## src/rtl/mem_bus_pkg.sv

```systemverilog
// Shared definitions for the native memory bus arbiter and its watchdog.
package mem_bus_pkg;

  localparam int unsigned BUS_W = 32;
  localparam logic [BUS_W-1:0] DEF_ERR_RDATA = 32'hDEAD_BEEF;

  typedef enum logic [1:0] {
    IDLE = 2'd0,
    GNT0 = 2'd1,
    GNT1 = 2'd2
  } arb_state_e;

  // Round-robin pick from IDLE; on a tie the master not served last wins.
  function automatic arb_state_e pick_grant(input logic v0, input logic v1,
                                            input logic last_gnt);
    arb_state_e nxt;
    nxt = IDLE;
    if (v0 && v1) begin
      nxt = last_gnt ? GNT0 : GNT1;
    end else if (v0) begin
      nxt = GNT0;
    end else if (v1) begin
      nxt = GNT1;
    end
    return nxt;
  endfunction

endpackage

```

## src/rtl/bus_watchdog.sv

```systemverilog
// Access watchdog: flags the cycle in which an active access has waited
// TIMEOUT cycles without ready. A coincident ready always wins.
module bus_watchdog
  import mem_bus_pkg::*;
#(
  parameter int unsigned TIMEOUT = 256
) (
  input  logic [15:0] count,
  input  logic        start,
  input  logic        ready,
  output logic        expire
);

  localparam logic [15:0] LIMIT = 16'(TIMEOUT - 1);

  always_comb begin
    expire = start & ~ready & (count == LIMIT);
  end

endmodule

```

## src/rtl/mem_arbiter.sv

```systemverilog
// Round-robin arbiter sharing one native memory bus slave between two masters,
// with a watchdog that force-completes accesses the slave never acknowledges.
module mem_arbiter
  import mem_bus_pkg::*;
#(
  parameter int unsigned       TIMEOUT   = 256,
  parameter logic [BUS_W-1:0]  ERR_RDATA = DEF_ERR_RDATA
) (
  input  logic             clk,
  input  logic             resetn,
  input  logic             m0_valid,
  input  logic [BUS_W-1:0] m0_addr,
  input  logic [BUS_W-1:0] m0_wdata,
  input  logic [3:0]       m0_wstrb,
  output logic             m0_ready,
  output logic [BUS_W-1:0] m0_rdata,
  input  logic             m1_valid,
  input  logic [BUS_W-1:0] m1_addr,
  input  logic [BUS_W-1:0] m1_wdata,
  input  logic [3:0]       m1_wstrb,
  output logic             m1_ready,
  output logic [BUS_W-1:0] m1_rdata,
  output logic             s_valid,
  output logic [BUS_W-1:0] s_addr,
  output logic [BUS_W-1:0] s_wdata,
  output logic [3:0]       s_wstrb,
  input  logic             s_ready,
  input  logic [BUS_W-1:0] s_rdata,
  output logic             timeout_err,
  output logic             err_master
);

  arb_state_e  state_q, state_d;
  logic        last_gnt_q, last_gnt_d;
  logic        err_master_q, err_master_d;
  logic [15:0] wd_cnt_q, wd_cnt_d;

  logic granted;
  logic sel0;
  logic sel1;
  logic expire;
  logic done;

  bus_watchdog #(
    .TIMEOUT(TIMEOUT)
  ) u_watchdog (
    .count  (wd_cnt_q),
    .start  (granted),
    .ready  (s_ready),
    .expire (expire)
  );

  always_comb begin
    granted = (state_q != IDLE);
    sel0    = (state_q == GNT0);
    sel1    = (state_q == GNT1);
    done    = granted & (s_ready | expire);

    // In IDLE the request lines still follow master 0; only s_valid qualifies them.
    s_valid = granted;
    s_addr  = sel1 ? m1_addr  : m0_addr;
    s_wdata = sel1 ? m1_wdata : m0_wdata;
    s_wstrb = sel1 ? m1_wstrb : m0_wstrb;

    m0_ready = sel0 & (s_ready | expire);
    m1_ready = sel1 & (s_ready | expire);
    m0_rdata = '0;
    m1_rdata = '0;
    if (sel0) begin
      m0_rdata = expire ? ERR_RDATA : s_rdata;
    end
    if (sel1) begin
      m1_rdata = expire ? ERR_RDATA : s_rdata;
    end

    timeout_err = expire;
    err_master  = err_master_q;

    state_d = state_q;
    case (state_q)
      IDLE:       state_d = pick_grant(m0_valid, m1_valid, last_gnt_q);
      GNT0, GNT1: if (done) state_d = IDLE;
      default:    state_d = IDLE;
    endcase

    last_gnt_d   = done   ? sel1 : last_gnt_q;
    err_master_d = expire ? sel1 : err_master_q;
    wd_cnt_d     = (granted & ~s_ready) ? wd_cnt_q + 16'd1 : '0;
  end

  always_ff @(posedge clk or negedge resetn) begin
    if (!resetn) begin
      state_q      <= IDLE;
      last_gnt_q   <= 1'b1;
      err_master_q <= 1'b0;
      wd_cnt_q     <= '0;
    end else begin
      state_q      <= state_d;
      last_gnt_q   <= last_gnt_d;
      err_master_q <= err_master_d;
      wd_cnt_q     <= wd_cnt_d;
    end
  end

endmodule

```

## config.mk

```make
export PLATFORM = sky130hd
export DESIGN_NAME = mem_arbiter
export DESIGN_NICKNAME = d
export VERILOG_FILES = /design/src/rtl/mem_bus_pkg.sv /design/src/rtl/bus_watchdog.sv /design/src/rtl/mem_arbiter.sv
export SDC_FILE = /design/constraint.sdc
export NUM_CORES = 1
export LEC_CHECK = 0
export CAP_MARGIN = 15
export CORE_AREA = 2 2 122 124
export CTS_CLUSTER_DIAMETER = 200
export CTS_CLUSTER_SIZE = 12
export DETAILED_ROUTE_END_ITERATION = 8
export DIE_AREA = 0 0 124 126
export HOLD_SLACK_MARGIN = 0.03
export PLACE_DENSITY_LB_ADDON = 0.1
export SYNTH_ARGS = -nofsm -noshare
export SYNTH_HDL_FRONTEND = slang
export SYNTH_SLANG_ARGS = --single-unit
```

## constraint.sdc

```tcl
create_clock -name clk -period 2.98 [get_ports clk]
set_input_delay 0.596 -clock clk [delete_from_list [all_inputs] [get_ports clk]]
set_output_delay 0.596 -clock clk [all_outputs]
set_load 0.01 [all_outputs]
```

==> impl_metrics.ini, run 1 <==
[clock_network]
clock-sinks = 20
cts_hold_buf = 0
clock_latency_ps = 250
cts_tree = built
cts_root_buf = clkbuf_16
cts_buffers = 3
max-clock-path-buffers = 2
cts.clk_slew.worst_paths_ps = 60
htree_levels = 1

[synthesis]
synthesis.instances = 265
synthArstFlopShare = 1.00
synthTopCellsByArea = mux2_2 (31%), dfrtp_1 (19%), o21a_1 (15%), and3_1 (4.3%), buf_12 (4.0%)
syn_area_um2 = 2490
avgSynthCellArea_um2 = 9.38
ys_types = 35
synth_xor_area_frac = 0.0352
synthSimpleGateAreaFrac = 0.147
synthAdderAreaFrac = 0.0201
ys_seq_area_frac = 0.202
ys.flop_type = dfrtp_1
synth.largest_area_cell = mux2_2
synthMuxAreaShare = 0.308
synth_top_area_frac = 0.308
ys_warn_count = 0
synth_edf_count = 0
synth_compound_area_frac = 0.194
synthesis.nets = 442
ys_ff_latch = 20
synth_top_family_by_area = multiplexers
synth_common_cells = mux2_2 (68), o21a_1 (50), dfrtp_1 (19)
yosysMostFrequentCell = mux2_2

[route]
first_iter_violations = 78
wire_per_inst_um = 17.7
drt_drc_violations_left = 0
drtAntennaViolNets = 0
routed_wl_um = 13500
vias_per_cell = 4.37
first_pass_iters = 4
vias = 3332

[placed_design]
portBuffers = 309
dp_hpwl_um = 11200
place_ws_ps = -301
gpl.final_weighted_congestion = 0.852
place_area_um2 = 5810

[worst_setup_path]
crit_required_ps = 2380
cp_max_fo = 24
worstReg2RegStart = state_q[0]
endpoint_kind = output pin
critPathLaunch = state_q[0]
max_stage_delay_ps = 540
path_cells = inv_1 -> buf_4 -> ha_4 -> buf_12 -> mux2_2 -> clkdlybuf4s50_1
worstSetupPathType = reg2out
crit_family = buffers and inverters
crit_slowest_cell = clkdlybuf4s50_1
worst-path-buf-inv = 4
worstPathArrival_ps = 2250
critPathLaunchType = flop

[power_and_ir_drop]
p_leak_uw = 0.00257
p_switching_uw = 937
peakVddDrop_v = 0.000281
pwr-share-clk = 0.141
p_int_uw = 1690
p_per_area_nw_per_um2 = 443
p_sw_frac = 0.357
combPwrFrac = 0.739
seq_power_share = 0.120

[cells_and_area]
multi_input_area_um2 = 1790
n_fill_cell = 1450
drive_above_1_share = 0.185
antenna_cells = 0
finalInstanceArea_um2 = 5920
fin_nets = 757
final-seq-area_um2 = 502
synthToLayoutAreaGrowth_pct = 138

[die]
die_w_um = 124
die_y_um = 126
dieArea_um2 = 15600
ios = 310
core_um2 = 14300
rows = 44
start_util = 0.174

[worst_hold_path]
hold_start = wd_cnt_q[0]
hold_class = reg2reg

[global_routing]
grt.total_usage = 0.160
antenna_found_initial = 0
grt_max_degree = 32
gr-total-overflow = 0
grt_first_pass_wirelength_um = 18900
grt_pass1_vias = 3310

[sta]
final_hold_viol_count = 0
worstMarginPinSlew_ps = 321
fmax_mhz = 352
slew-limit-headroom = 0.784
fin_crit_ps = 2840
fin_crit_sh = 0.954
fin_tns_setup_ps = 0
setup-violations-final = 0
rsz0062_at_grt = false
setup_slack_ps = 138
skew_ps = 4.02
maxSlewViolCount = 0

[run_status]
status = finished, final reports clean

[job]
drv_cap = 0
flip-flops by register name, indices dropped and copies added, names as in the netlist:
name / count
err_master: 1
last_gnt_q: 1
state_q: 2
wd_cnt_q: 16
power groups by stage:
| stage | sequential (µW) | combinational, µW | clock [µW] |
|---|---|---|---|
| CTS | 315 | 1980 | 379 |
| global placement | 319 | 2080 | 0 |
| global route | 318 | 2080 | 394 |
| detailed placement | 320 | 2080 | 0 |
| floorplan | 316 | 870 | 0 |
| finish | 315 | 1940 | 369 |
metal layers:
| metal | track usage | vias up | part of all wire |
|---|---|---|---|
| met5 | 0 | - | 0 |
| met4 | 0.0482 | 0 | 0.022 |
| met3 | 0.0430 | 16 | 0.098 |
| met2 | 0.312 | 192 | 0.54 |
| met1 | 0.160 | 1525 | 0.34 |
| li1 | - | 1599 | - |
layout by cell type (no fill, tap or decap), drive strengths merged, types with 2 or more instances in the layout:
cell type,instances
dfrtp,19
mux2,68
clkdlybuf4s50,243
or4,2
nand3,8
nor2,12
clkbuf,3
o31ai,2
and3,17
or3,3
nor2b,2
nor4,2
dlygate4sd2,62
or2,2
inv,8
and2,3
buf,23
o21a,50
o21ai,5
nand4,3
nand2,9
and4,2
ha,4
clkdlybuf4s15,3
a21oi,5
xor2,9
worst reg2reg max path, delay by kind of cell, from the launching register on:
family,cells,cell delay [ps]
buffers and inverters,4,530
and+or+nand+nor,2,610
adders and majority gates,1,280
DFF,1,400
cell type report:
cell class | count | share of cell area
multi-input combinational | 214 | 0.302
clock buffer | 3 | 0.0127
timing repair buffer | 332 | 0.546
inverter | 7 | 0.00718
tap | 184 | 0.0389
timing repair inverter | 2 | 0.00422
sequential | 20 | 0.0847
clock inverter | 1 | 0.00507
path summary, 6_finish.rpt:
path,end,slack [ps],cells past startpoint
worst min register to register,wd_cnt_q[0],480,1
worst max-delay path,s_wdata[6],140,6
worst max register to register,last_gnt_q,1110,7
min in group asynchronous,wd_cnt_q[13],690,2
max in group asynchronous,last_gnt_q,2020,2
worst min-delay path,wd_cnt_q[0],480,1
repair_timing:
item,4_1_cts,5_1_grt
gates cloned,1,1
gates resized for setup,71,8
endpoints found under the setup margin,71,12
buffers inserted,3,1
pin swaps,3,2
per-stage QoR:
step	cells	utilization	total power [µW]	hold slack, ps
after floorplan	265	-	1190	300
after global placement	753	0.406	2400	461
after detailed placement	753	0.406	2400	475
after CTS	761	0.411	2670	482
after global routing	763	0.414	2800	507
final	763	0.414	2620	481
kinds of logic after synthesis:
family,Yosys count
flip-flops,20
multiplexers,68
AO/OA/AOI/OAI,67
buffers and inverters,31
XOR/XNOR,10
AND/OR/NAND/NOR,65
adder cells (fa/ha/maj),4
No activity file was read; power rests on OpenSTA's default activity.
==> run 2: changes to the inputs <==
--- a/config.mk
+++ b/config.mk
@@ -6,11 +6,11 @@
 export NUM_CORES = 1
 export LEC_CHECK = 0
 export CAP_MARGIN = 15
-export CORE_AREA = 2 2 122 124
+export CORE_AREA = 2 2 121 123
 export CTS_CLUSTER_DIAMETER = 200
 export CTS_CLUSTER_SIZE = 12
 export DETAILED_ROUTE_END_ITERATION = 8
-export DIE_AREA = 0 0 124 126
+export DIE_AREA = 0 0 123 125
 export HOLD_SLACK_MARGIN = 0.03
 export PLACE_DENSITY_LB_ADDON = 0.1
 export SYNTH_ARGS = -nofsm -noshare
==> constraint.sdc (replaced) <==
create_clock -name clk -period 3.6 [get_ports clk]
set_input_delay 0.72 -clock clk [delete_from_list [all_inputs] [get_ports clk]]
set_output_delay 0.72 -clock clk [all_outputs]
set_load 0.01 [all_outputs]
==> impl_metrics.ini, run 2 (synthesis gave the netlist of run 1 again) <==
[sta]
fin_crit_ps = 3390
skew_ps = 2.61
maxSlewViolCount = 0
setup_slack_ps = 214
fin_crit_sh = 0.940
setup-violations-final = 0
worstMarginPinSlew_ps = 950
rsz0062_at_grt = false
whs_ps = 486
final_hold_viol_count = 0
fmax_mhz = 295
slew-limit-headroom = 0.365

[cells_and_area]
reg_top3 = wd_cnt_q x16, state_q x2
fin_nets = 742
antenna_cells = 0
final_cell_mix = clkdlybuf4s50_1 (309), mux2_2 (68), o21a_1 (50)
largest_reg_flops = 16
drive_above_1_share = 0.156
finalCoreUtilization = 0.410
regMostFlops = wd_cnt_q
synthToLayoutAreaGrowth_pct = 134
fin_cells = 748
mostFrequentLayoutCell = clkdlybuf4s50_1

[route]
drt_drc_violations_left = 0
vias_per_cell = 4.41
wire_per_inst_um = 19.1
first_iter_violations = 64
vias = 3299
drtAntennaViolNets = 0
routed_wl_um = 14300
first_pass_iters = 4

[worst_setup_path]
worstSetupPathType = in2out
cp_max_fo = 26
critPathLaunchType = primary input
crit_required_ps = 2880
endpoint_kind = output pin
worstPathArrival_ps = 2670

[placed_design]
dp_cells = 743
gpl.final_weighted_congestion = 0.849
portBuffers = 309
dp_hpwl_um = 12100
place_ws_ps = -49.0

[global_routing]
gr-total-overflow = 0
grt_use_met2 = 0.350
grt_first_pass_wirelength_um = 19800
antenna_found_initial = 0
grt.total_usage = 0.173
top_usage_layer = met2
grt_util_met1 = 0.167
grtUsageMet3 = 0.0493
grt_pass1_vias = 3301
grt_max_degree = 54

[power_and_ir_drop]
p_sw_frac = 0.360
combPwrFrac = 0.764
p_per_area_nw_per_um2 = 379
p_leak_uw = 0.00220
seq_power_share = 0.121
p_int_uw = 1410
p_switching_uw = 793
peakVddDrop_v = 0.000151
pwr-share-clk = 0.115
finalPower_uw = 2200

[die]
ios = 310
die_w_um = 123
core_um2 = 14200
start_util = 0.175
die_y_um = 125
rows = 44
dieArea_um2 = 15400

[clock_network]
cts_root_buf = clkbuf_16
cts.clk_slew.worst_paths_ps = 50
cts_tree = built
clock-sinks = 20
clock_latency_ps = 250
max-clock-path-buffers = 2
htree_levels = 1
cts_hold_buf = 0
cts_buffers = 3

[job]
drv_cap = 0

[worst_hold_path]
hold_class = reg2reg

[run_status]
status = finished, final reports clean
==> run 2: metrics by stage <==
stage | instance area, µm² | TNS, ps
4_1_cts | 5810 | 0
3_3_place_gp | 5720 | -136
2_1_floorplan | 2490 | 0
6_report | 5820 | 0
5_1_grt | 5820 | 0
3_5_place_dp | 5720 | -203
==> run 2: critical path, cell delays in order <==
cell	delay, ps
clkdlybuf4s50_1	430
nor2_1	150
nand3_1	100
or2_4	360
inv_6	220
o21a_1	140
clkdlybuf4s50_1	550
==> run 2: repair_timing <==
| action | CTS | global route |
|---|---|---|
| resized for setup | 1 | 1 |
| endpoints found under the hold margin | 0 | 0 |
| setup buffers | 0 | 0 |
| gates cloned | 0 | 1 |
| setup endpoints to repair | 17 | 50 |
==> run 2: worst paths after layout <==
kind | startpoint | depth (start not counted) | endpoint | slack (ps)
max reg2reg | state_q[0] | 6 | last_gnt_q | 1560
max in group asynchronous | resetn | 1 | wd_cnt_q[0] | 2020
min | wd_cnt_q[0] | 1 | wd_cnt_q[0] | 490
max | s_ready | 7 | m0_rdata[27] | 210
min reg2reg | wd_cnt_q[0] | 1 | wd_cnt_q[0] | 490
min in group asynchronous | resetn | 1 | wd_cnt_q[12] | 1000
==> run 2: metal layers <==
metal	up-vias	wire length, µm
met5	-	0
met4	0	242
li1	1568	-
met1	1529	4580
met2	191	7960
met3	11	1470
==> run 2: cell type report <==
class	instances	area, µm²
Timing Repair Buffer	318	3190
Multi-Input combinational cell	214	1770
Tap cell	184	230
Clock buffer	4	88.8
Timing Repair inverter	1	8.76
Fill cell	1427	8380
Sequential cell	20	502
Inverter	7	38.8
==> run 2: power by group through the flow <==
stage	combinational (µW)	sequential, µW	clock, µW
final	1680	267	253
after global routing	1800	269	271
after CTS	1720	266	258
after detailed placement	1710	270	0
after global placement	1700	268	0
after floorplan	720	262	0
